**src/rtl/hex_debug_pager.sv**
```systemverilog
// Seven-segment pager over WORDS debug words with debounced next/prev buttons and auto-scroll.
// Define HEX_DBG_FREEZE_EN to add the freeze port and the debug-bus snapshot.

module hex_decoder (
  input  logic [3:0] digit,
  output logic [6:0] seg
);
  // Active-low segments, bit 0 = a ... bit 6 = g
  always_comb begin
    seg = 7'b1111111;
    case (digit)
      4'h0: seg = 7'b1000000;
      4'h1: seg = 7'b1111001;
      4'h2: seg = 7'b0100100;
      4'h3: seg = 7'b0110000;
      4'h4: seg = 7'b0011001;
      4'h5: seg = 7'b0010010;
      4'h6: seg = 7'b0000010;
      4'h7: seg = 7'b1111000;
      4'h8: seg = 7'b0000000;
      4'h9: seg = 7'b0010000;
      4'ha: seg = 7'b0001000;
      4'hb: seg = 7'b0000011;
      4'hc: seg = 7'b1000110;
      4'hd: seg = 7'b0100001;
      4'he: seg = 7'b0000110;
      4'hf: seg = 7'b0001110;
      default: seg = 7'b1111111;
    endcase
  end
endmodule

module hex_dbg_debounce #(
  parameter int unsigned DEB_CYCLES = 50000
) (
  input  logic clk,
  input  logic reset_n,
  input  logic btn,
  output logic press_c
);
  localparam int unsigned DW = $clog2(DEB_CYCLES + 1);

  logic          s1, s2, deb, deb_d, armed;
  logic [1:0]    settle;
  logic [DW-1:0] dc;

  // armed only after the button is seen released once the synchroniser has refilled,
  // so a button held across reset never produces a press
  always_ff @(posedge clk) begin
    if (!reset_n) begin
      s1     <= 1'b0;
      s2     <= 1'b0;
      deb    <= 1'b0;
      deb_d  <= 1'b0;
      armed  <= 1'b0;
      settle <= '0;
      dc     <= '0;
    end else begin
      s1     <= btn;
      s2     <= s1;
      deb_d  <= deb;
      settle <= {settle[0], 1'b1};
      if (settle[1] && !s2) armed <= 1'b1;
      if (s2 != deb) begin
        if (dc == DW'(DEB_CYCLES - 1)) begin
          deb <= s2;
          dc  <= '0;
        end else begin
          dc <= dc + DW'(1);
        end
      end else begin
        dc <= '0;
      end
    end
  end

  assign press_c = deb & ~deb_d & armed;
endmodule

module hex_debug_pager #(
  parameter  int unsigned WORDS         = 4,
  parameter  int unsigned DIGITS        = 6,
  parameter  int unsigned DEB_CYCLES    = 50000,
  parameter  int unsigned SCROLL_CYCLES = 50000000,
  localparam int unsigned PW            = $clog2(WORDS)
) (
  input  logic                  clk,
  input  logic                  reset_n,
  input  logic [32*WORDS-1:0]   debug,
  input  logic                  btn_next,
  input  logic                  btn_prev,
  input  logic                  auto_en,
`ifdef HEX_DBG_FREEZE_EN
  input  logic                  freeze,
`endif
  output logic [7*DIGITS-1:0]   hex,
  output logic [PW-1:0]         page
);
  localparam int unsigned SW = $clog2(SCROLL_CYCLES);

  logic                next_c, prev_c, tick_c, fwd_c;
  logic [SW-1:0]       sc;
  logic [31:0]         disp;
  logic [32*WORDS-1:0] src_c;
  logic [31:0]         words [WORDS];

  hex_dbg_debounce #(.DEB_CYCLES(DEB_CYCLES)) u_deb_next (
    .clk(clk), .reset_n(reset_n), .btn(btn_next), .press_c(next_c)
  );
  hex_dbg_debounce #(.DEB_CYCLES(DEB_CYCLES)) u_deb_prev (
    .clk(clk), .reset_n(reset_n), .btn(btn_prev), .press_c(prev_c)
  );

  // A timer tick only counts when no button pulse arrives in the same cycle
  assign tick_c = auto_en && (sc == SW'(SCROLL_CYCLES - 1));
  assign fwd_c  = next_c | (tick_c & ~prev_c);

  always_ff @(posedge clk) begin
    if (!reset_n) begin
      sc <= '0;
    end else if (!auto_en || next_c || prev_c || tick_c) begin
      sc <= '0;
    end else begin
      sc <= sc + SW'(1);
    end
  end

  always_ff @(posedge clk) begin
    if (!reset_n) begin
      page <= '0;
    end else if (fwd_c && !prev_c) begin
      page <= (page == PW'(WORDS - 1)) ? '0 : page + PW'(1);
    end else if (prev_c && !fwd_c) begin
      page <= (page == '0) ? PW'(WORDS - 1) : page - PW'(1);
    end
  end

`ifdef HEX_DBG_FREEZE_EN
  logic [2:0]          fz;
  logic [32*WORDS-1:0] snap;

  // fz[2] rises on the same edge the snapshot is captured, so src never shows a stale snapshot
  always_ff @(posedge clk) begin
    if (!reset_n) begin
      fz   <= '0;
      snap <= '0;
    end else begin
      fz <= {fz[1:0], freeze};
      if (fz[1] && !fz[2]) snap <= debug;
    end
  end

  assign src_c = fz[2] ? snap : debug;
`else
  assign src_c = debug;
`endif

  always_comb begin
    for (int i = 0; i < int'(WORDS); i++) words[i] = src_c[32*i +: 32];
  end

  always_ff @(posedge clk) begin
    if (!reset_n) disp <= '0;
    else          disp <= words[page];
  end

  for (genvar k = 0; k < int'(DIGITS); k++) begin : g_dig
    hex_decoder u_dec (.digit(disp[4*k +: 4]), .seg(hex[7*k +: 7]));
  end

  if (DIGITS < 8) begin : g_spare
    logic unused_digits;
    assign unused_digits = ^disp[31:4*DIGITS];
  end
endmodule

```
**config.mk**
```make
export PLATFORM = sky130hd
export DESIGN_NAME = hex_debug_pager
export DESIGN_NICKNAME = d
export VERILOG_FILES = /design/src/rtl/hex_debug_pager.sv
export SDC_FILE = /design/constraint.sdc
export NUM_CORES = 1
export LEC_CHECK = 0
export ABC_CLOCK_PERIOD_IN_PS = 3970
export CAP_MARGIN = 20
export CORE_MARGIN = 4
export CORE_UTILIZATION = 49
export DETAILED_ROUTE_END_ITERATION = 6
export MAX_ROUTING_LAYER = met4
export PLACE_DENSITY_LB_ADDON = 0.05
export REMOVE_ABC_BUFFERS = 1
export SLEW_MARGIN = 10
export SYNTH_ARGS = -nofsm -noshare
export SYNTH_HDL_FRONTEND = slang
export SYNTH_SLANG_ARGS = --single-unit
export TNS_END_PERCENT = 30
```
**constraint.sdc**
```tcl
create_clock -name clk -period 3.97 [get_ports clk]
set_clock_uncertainty 0.15 [all_clocks]
set_input_delay 0.397 -clock clk [delete_from_list [all_inputs] [get_ports clk]]
set_output_delay 0.397 -clock clk [all_outputs]
set_load 0.02 [all_outputs]
```
==> results of run 1 <==
[stage by stage]
step / instances / setup slack, ps / hold slack [ps] / power [µW]
after floorplan: 613 / 836 / 262 / 1430
after global placement: 936 / 1190 / 264 / 1640
after detailed placement: 936 / 1110 / 276 / 1650
after CTS: 966 / 1100 / 290 / 3050
after global routing: 966 / 966 / 309 / 3130
final: 966 / 1170 / 288 / 3010
[critical path: cells and delay by family, from the launching register on]
kind	cells	cell delay, ps
buffers and inverters	2	380
adders and majority gates	1	230
muxes	2	830
and+or+nand+nor	2	240
AOI/OAI and AO/OA	1	110
DFF	1	710
[layout make-up]
cell class / count / area, µm² / share of cell area (%)
multi-input combinational: 472 / 3760 / 44.7
timing repair buffer: 151 / 1490 / 17.7
inverter: 27 / 101 / 1.21
clock buffer: 26 / 529 / 6.30
clock inverter: 4 / 22.5 / 0.268
sequential: 114 / 2280 / 27.2
tap: 172 / 215 / 2.56
[how the worst max path moves through the flow]
stage,startpoint,endpoint,slack [ps],cells past startpoint
2_1_floorplan,page[0]$_SDFFE_PN0P_,g_dig[0].u_dec.seg[6]$_DFF_P_,840,7
3_3_place_gp,page[0]$_SDFFE_PN0P_,g_dig[5].u_dec.seg[6]$_DFF_P_,1190,8
3_5_place_dp,page[0]$_SDFFE_PN0P_,g_dig[5].u_dec.seg[6]$_DFF_P_,1110,8
4_1_cts,page[0]$_SDFFE_PN0P_,g_dig[5].u_dec.seg[6]$_DFF_P_,1100,8
5_1_grt,page[0]$_SDFFE_PN0P_,g_dig[5].u_dec.seg[6]$_DFF_P_,970,8
6_report,page[0]$_SDFFE_PN0P_,g_dig[5].u_dec.seg[6]$_DFF_P_,1170,8
[routing by layer]
| metal | global-route usage [%] | vias to the layer above |
|---|---|---|
| li1 | - | 2638 |
| met1 | 22.3 | 2495 |
| met2 | 34.6 | 118 |
| met3 | 6.62 | 20 |
| met4 | 7.49 | 0 |
| met5 | - | - |
[cells in the final DEF, fill, tap and decap left out, types with 14 or more instances in the layout]
cell type / count
sky130_fd_sc_hd__mux4_2: 24
sky130_fd_sc_hd__nand4_1: 16
sky130_fd_sc_hd__clkbuf_16: 17
sky130_fd_sc_hd__nor2_1: 39
sky130_fd_sc_hd__and2_1: 22
sky130_fd_sc_hd__ha_1: 42
sky130_fd_sc_hd__o22ai_1: 14
sky130_fd_sc_hd__mux2i_1: 24
sky130_fd_sc_hd__xnor2_1: 14
sky130_fd_sc_hd__nand2_1: 37
sky130_fd_sc_hd__inv_1: 27
sky130_fd_sc_hd__a211oi_1: 15
sky130_fd_sc_hd__o21ai_0: 21
sky130_fd_sc_hd__nor2b_1: 20
sky130_fd_sc_hd__nand3_1: 18
sky130_fd_sc_hd__clkdlybuf4s50_1: 143
sky130_fd_sc_hd__nor3_1: 15
sky130_fd_sc_hd__dfxtp_1: 113
sky130_fd_sc_hd__xor2_1: 24
[registers in the layout, indices dropped and copies added (netlist names)]
signal,flops
u_deb_prev.settle,1
u_deb_prev.s2,1
u_deb_next.deb_d,1
page,2
u_deb_next.deb,1
u_deb_next.dc,16
g_dig.u_dec.seg,42
u_deb_prev.armed,1
u_deb_next.settle,1
u_deb_prev.dc,16
u_deb_next.armed,1
u_deb_prev.s1,1
u_deb_next.s2,1
u_deb_next.s1,1
u_deb_prev.deb,1
sc,26
u_deb_prev.deb_d,1
[cells by family after synthesis]
family	share of synthesized area, %
compound gates	12.4
xor+xnor	5.28
fa+ha+maj	8.34
buf+inv	4.21
flops	36.2
mux	13.5
simple gates	20.1
[power groups by stage]
| stage | Sequential (µW) | Combinational, µW | Clock, µW |
|---|---|---|---|
| detailed placement | 1220 | 423 | 0 |
| finish | 1200 | 421 | 1380 |
| global placement | 1220 | 415 | 0 |
| CTS | 1200 | 425 | 1420 |
| floorplan | 1270 | 156 | 0 |
| global route | 1200 | 458 | 1470 |
==> results.md, run 1 <==
- The number of hold violations in the final report is 0.
- The critical path goes through buf_4 -> mux4_2 -> nand2_1 -> inv_1 -> ha_1 -> mux2_2 -> nand2_1 -> o311ai_0.
- The run finished with clean final reports.
- The wire length of the first global-routing pass is 23.7 mm.
- After synthesis, flip-flops and latches occupy between 30% and 40% of the total area.
- The die covers 14700 µm².
- The remaining antenna violation count is 0.
- The wire length the detailed router placed on met1 is 5.93 mm.
- Buffers added to address setup during post-CTS repair amount to 0.
- The biggest cell delay along the critical path is roughly 710 ps.
- The worst register-to-register path ends at g_dig[5].u_dec.seg[6]$_DFF_P_.
- At the worst endpoint, the required time is a little over 4000 ps.
- In the post-synthesis netlist, the biggest area contributors are sky130_fd_sc_hd__dfxtp_1 (36%), sky130_fd_sc_hd__mux4_2 (8.6%), sky130_fd_sc_hd__ha_1 (8.3%).
- In this run the critical register-to-register path is launched from page[0]$_SDFFE_PN0P_.
- The number of global-route vias before repair came to 5418.
- The most common cell in the synthesized netlist is sky130_fd_sc_hd__dfxtp_1.
- 0 antenna diodes ended up in the layout.
- The slowest cell on the critical path is sky130_fd_sc_hd__dfxtp_2.
- The total negative slack is 0 ps.
- The average instance in the mapped netlist occupies 9.70 µm².
- The routed wire length per instance is 14.6 µm.
- The number of distinct library cells after synthesis is just under 50.
- The critical setup path kind is reg2reg.
- The total global routing track utilization is 20.4%.
- The TritonCTS clock tree is built.
- In this run the biggest area consumer among cell types represents between 30% and 40% of the synthesized area.
- The flip-flop and latch count after synthesis is about 110.
- Cell internal power was estimated by the tool at 2320 µW.
- Power spread over the standard cell area amounts to 358 nW/µm².
- After floorplanning, the core was sized to cover 12600 µm².
- The global-route congestion overflow total is 0.
- Counting flops with a built-in enable in the synthesized netlist gives 0.
- The count of clock tree sinks is 114.
- The count of endpoints failing setup in the final report is 0.
- The analysis attributes to net switching a power of 684 µW.
- The data arrival at the endpoint of the critical path is 2920 ps.
- The number of cells on the worst hold path is 1.
- Setup repair after global routing left no endpoint under its margin.
- The global placer's final weighted congestion is 0.867.
- The top layer used by detailed routing is met4.
- The pin count of the biggest net entering global routing is 50.
- After routing the design area is 8400 µm².
- Across all layers, the routed design uses between 5000 and 6000 vias.
- Measured against its own limit, the worst slew margin works out to 47.5%.
- In this run the number of H-tree levels came out at 4.
- The number of fill cells in the layout is about 1000.
- After detailed routing, the total wire length is approximately 14 mm.
- The leakage power is 0.00310 µW.
- The sequential fraction of design power is 40.0%.
- The maximum count of clock buffers along a single path is 2.
- The part of the power in the clock network is 46.0%.
- The post-place instance area is 7850 µm².
- In this run the tool buffered the top-level ports with 144 buffer cells.
- In the detailed route, the total length drawn on met2 is 7.05 mm.
- Cells fill 66.5% of the core in the end.
- The number of antenna violations at the first check in global routing is 0.
- For this run, the leading register cell type out of synthesis is sky130_fd_sc_hd__dfxtp_1.
- The commonest cells after synthesis are sky130_fd_sc_hd__dfxtp_1 (114), sky130_fd_sc_hd__ha_1 (42), sky130_fd_sc_hd__nor2_1 (39).
- The highest net fanout along the worst path is 18.
- The library cell occupying the most area in the post-synthesis netlist is sky130_fd_sc_hd__dfxtp_1.
- The share of total power consumed by net switching is 22.7%.
- The cell at the root of the clock tree is sky130_fd_sc_hd__clkbuf_16.
- For this run, design rule violations remaining after detail routing come to 0.
- From synthesis to final layout, the design area changed by 33.2%.
- The die span in y is 121 µm.
- The quantity of hold-fixing buffers added after cts is 0.
- The tool flagged a number of max-cap violations equal to 0.
- The final critical-path required period is 2800 ps.
- For the pin with the worst max-slew slack, the measured transition is just under 800 ps.
- The maximum vdd drop is 0.296 mV.
- Of the total power, combinational logic draws 14.0%.
- Detailed placement finished with a half-perimeter wire length of 10.5 mm.
- The worst setup path is launched from a flop.
- The first-pass iteration count of the detailed router is 4.
- The timing-limited maximum frequency is 357 MHz.
- The number of placement rows is 41.
- The ratio of final minimum period to clock period is 70.5%.
- The cell type with the highest occurrence count on the critical path is sky130_fd_sc_hd__nand2_1.
- The die is 121 µm wide.
- Pin placement for this block handled 177 I/O pins.
- Counting the buffers created by CTS gives 17.
- The hold path startpoint is u_deb_prev.s1$_SDFF_PN0_.
- After technology mapping, the gate count stands at 650.
- Dividing the detail-routed via count by the number of cells gives between 5 and 6.
- The met3 routed wirelength is between 800 and 900 µm.
- Clock-pin slew was measured on the worst setup and hold paths at 50 ps.
- The clock insertion delay at the later pin of the skew report is roughly 400 ps.
- For this run, the number of Yosys warnings is 0.
- In this run, the number of DRC markers left after iteration 0 of detailed routing was 204.
- In the synthesized netlist the async set-or-reset flop fraction comes to 0%.
- STA classifies the critical path endpoint as a flop.
- The cell area that synthesis handed to floorplanning was 6300 µm².
- The worst hold path class is reg2reg.
- The endpoint with the worst hold slack is u_deb_prev.s2$_SDFF_PN0_.
- The number of cells on the worst reg-to-reg path is 8.
- The worst register-to-register path has a setup slack of 1170 ps.
- The layout cell share with drive strength beyond 1 is 9.19%.
- The starting density of the core is 50.0%.
- Gates resized during post-CTS repair numbered 0.
- The count of final max-slew check failures is 0.
- The number of nets in the final layout is 958.
(Power assumes the default switching activity.)
==> run 2: changes to the inputs <==
ABC_CLOCK_PERIOD_IN_PS = 2860   (was 3970)
clock period = 2.86 ns   (was 3.97 ns; I/O delays follow)
==> results.md, run 2 (synthesized netlist as in run 1, its figures left out) <==
- The number of antenna violations at the first check in global routing was 0 (unchanged).
- The pin count of the biggest net entering global routing came to 33 (was 50).
- The wire length of the first global-routing pass is 24.3 mm (was 23.7 mm).
- The flip-flop count of the largest register after layout is 42 (unchanged).
- The count of endpoints failing setup in the final report is 0 (unchanged).
- The total number of vias is 5285 (was 5271).
- The slew of the pin with the lowest slew margin is 606 ps (was 788 ps).
- The final critical-path required period came to 2560 ps (was 2800 ps).
- The final standard cell area without fillers is 8460 µm² (was 8400 µm²).
- The critical path launch point type is a flop (unchanged).
- The most frequent standard cell in the layout excluding fill and tap cells is sky130_fd_sc_hd__clkdlybuf4s50_1 (unchanged).
- The max-capacitance violation count is 0 (unchanged).
- The final wirelength is 14.7 mm (was 14.1 mm).
- The number of H-tree levels is 4 (unchanged).
- The remaining antenna violation count is 0 (unchanged).
- The number of placement rows is 41 (unchanged).
- The leakage power came to 0.00312 µW (was 0.00310 µW).
- The clock insertion delay at the later pin of the skew report came to 410 ps (about the same).
- The highest net fanout along the worst path was 3 (was 18).
- The count of clock tree sinks is 114 (unchanged).
- The die footprint is 14700 µm² (unchanged).
- RSZ-0062 raised after global routing: no (unchanged).
- The required time at the endpoint of the critical path is 3010 ps (was 4090 ps).
- The critical path capture point type is a flop (unchanged).
- The number of fill cells in the layout came to 1041 (was 1023).
- The timing-limited maximum frequency came to 390 MHz (was 357 MHz).
- The post-DP HPWL is 11.1 mm (was 10.5 mm).
- The count of final max-slew check failures is 0 (unchanged).
- The quantity of hold-fixing buffers added after cts is 0 (unchanged).
- The maximum vdd drop is 0.421 mV (was 0.296 mV).
- The TritonCTS clock tree is built (unchanged).
- The power consumption is 4240 µW (was 3010 µW).
- Critical path cell sequence: or4_1 -> or4_4 -> nor4_4 -> o2bb2ai_2 -> ha_1 -> xor2_1 -> o21ai_0 -> and2_1 (was buf_4 -> mux4_2 -> nand2_1 -> inv_1 -> ha_1 -> mux2_2 -> nand2_1 -> o311ai_0).
- The clock-pin slew reported for the worst setup and hold paths after clock tree synthesis is 60 ps (was 50 ps).
- The number of nets in the final layout was 962 (was 958).
- The first-iteration detailed-routing DRC count is 301 (was 204).
- Result of the run: complete, no violations (unchanged).
- The layout cell share with drive strength beyond 1 is 9.39% (was 9.19%).
- The cell at the root of the clock tree is sky130_fd_sc_hd__clkbuf_16 (unchanged).
- The count of input and output buffers is 144 (unchanged).
- The routed wire length per instance is 15.1 µm (was 14.6 µm).
- The number of buffers inserted to repair setup after CTS was 0 (unchanged).
- Most used cells in the layout excluding fill and tap cells: sky130_fd_sc_hd__clkdlybuf4s50_1 (143), sky130_fd_sc_hd__dfxtp_1 (113), sky130_fd_sc_hd__ha_1 (42), sky130_fd_sc_hd__nor2_1 (39), sky130_fd_sc_hd__nand2_1 (37) (unchanged).
- The ratio of final minimum period to clock period is 89.7% (was 70.5%).
- The power density over cell area came to 501 nW/µm² (was 358 nW/µm²).
- The data arrival at the endpoint of the critical path was 2720 ps (was 2920 ps).
- The worst slew margin relative to its limit was 59.5% (was 47.5%).
- The TritonCTS buffer count came to 17 (unchanged).
- The average vias per placed instance came to 5.44 (was 5.46).
- The starting density of the core is 50.0% (unchanged).
- The first-pass iteration count of the detailed router came to 4 (unchanged).
- The worst hold path class is in2reg (was reg2reg).
- The biggest cell delay along the critical path is 520 ps (was 710 ps).
- The global-route congestion overflow total came to 0 (unchanged).
- The post-detailed-route DRC marker count is 0 (unchanged).
- The total global routing track utilization is 21.0% (was 20.4%).
- The hold slack was 210 ps (was 288 ps).
- The post-place instance area is 7900 µm² (was 7850 µm²).
- The final antenna diode count is 0 (unchanged).
- The count of cells resized by post-cts repair came to 0 (unchanged).
- The die boundary width is 121 µm (unchanged).
- The global placer's final weighted congestion was 0.905 (was 0.867).
- The synthesis-to-layout area growth is 34.2% (was 33.2%).
- The slowest cell on the critical path is sky130_fd_sc_hd__or4_1 (was sky130_fd_sc_hd__dfxtp_2).
- The standard cell core area is 12600 µm² (unchanged).
- The number of I/O pins is 177 (unchanged).
- The number of hold violations in the final report is 0 (unchanged).
- The die span in y is 121 µm (unchanged).
- The number of global-route vias before repair is 5474 (was 5418).
- The maximum count of clock buffers along a single path is 2 (unchanged).
- The critical setup path kind was reg2reg (unchanged).
==> run 2: path summary, 6_finish.rpt <==
check             slack (ps)  cells past startpoint                          from                         endpoint
hold reg to reg          280                      1  u_deb_next.settle[0]$_DFF_P_  u_deb_prev.settle[1]$_SDFF_PN0_
setup / recovery         300                      8             sc[11]$_SDFF_PP0_             page[1]$_SDFFE_PN0P_
hold / removal           210                      2                       reset_n    g_dig[4].u_dec.seg[6]$_DFF_P_
setup reg to reg         300                      8             sc[11]$_SDFF_PP0_             page[1]$_SDFFE_PN0P_
==> run 2: report_power, final <==
part | internal [µW] | leakage [µW] | switching, µW | total (µW)
sequential | 1650 | 0.000933 | 17.7 | 1670
clock | 1300 | 0.000273 | 683 | 1980
combinational | 326 | 0.00192 | 262 | 588
total | 3280 | 0.00312 | 962 | 4240
==> run 2: area by class of cell <==
cell class                 count  area, µm²  area share, %
clock buffer                  27        513           6.06
tap                          172        215           2.54
inverter                      27        101           1.20
clock inverter                 4       47.5          0.562
sequential                   114       2280           27.0
timing repair buffer         155       1540           18.2
multi-input combinational    472       3760           44.4
==> run 2: layer usage <==
metal  wire (µm)  vias up  GRT usage, %
met2        7550      126          36.3
met4         189        0          7.28
met1        6160     2497          22.7
met5           0        -             -
li1            -     2642             -
met3         788       20          6.57
==> run 2: stage by stage <==
| step | TNS [ps] | util, % | cells | setup slack [ps] |
|---|---|---|---|---|
| 3_5_place_dp | 0 | 62.6 | 940 | 177 |
| 3_3_place_gp | 0 | 62.6 | 940 | 242 |
| 6_report | 0 | 67.0 | 971 | 295 |
| 5_1_grt | 0 | 67.0 | 971 | 76.9 |
| 4_1_cts | 0 | 67.0 | 971 | 156 |
| 2_1_floorplan | -6450 | - | 613 | -274 |
==> run 2: critical path: cells and delay by family, from the launching register on <==
family | cells | cell delay, ps
compound gates | 2 | 250
xor+xnor | 1 | 160
flops | 1 | 330
fa+ha+maj | 1 | 220
simple gates | 4 | 1350
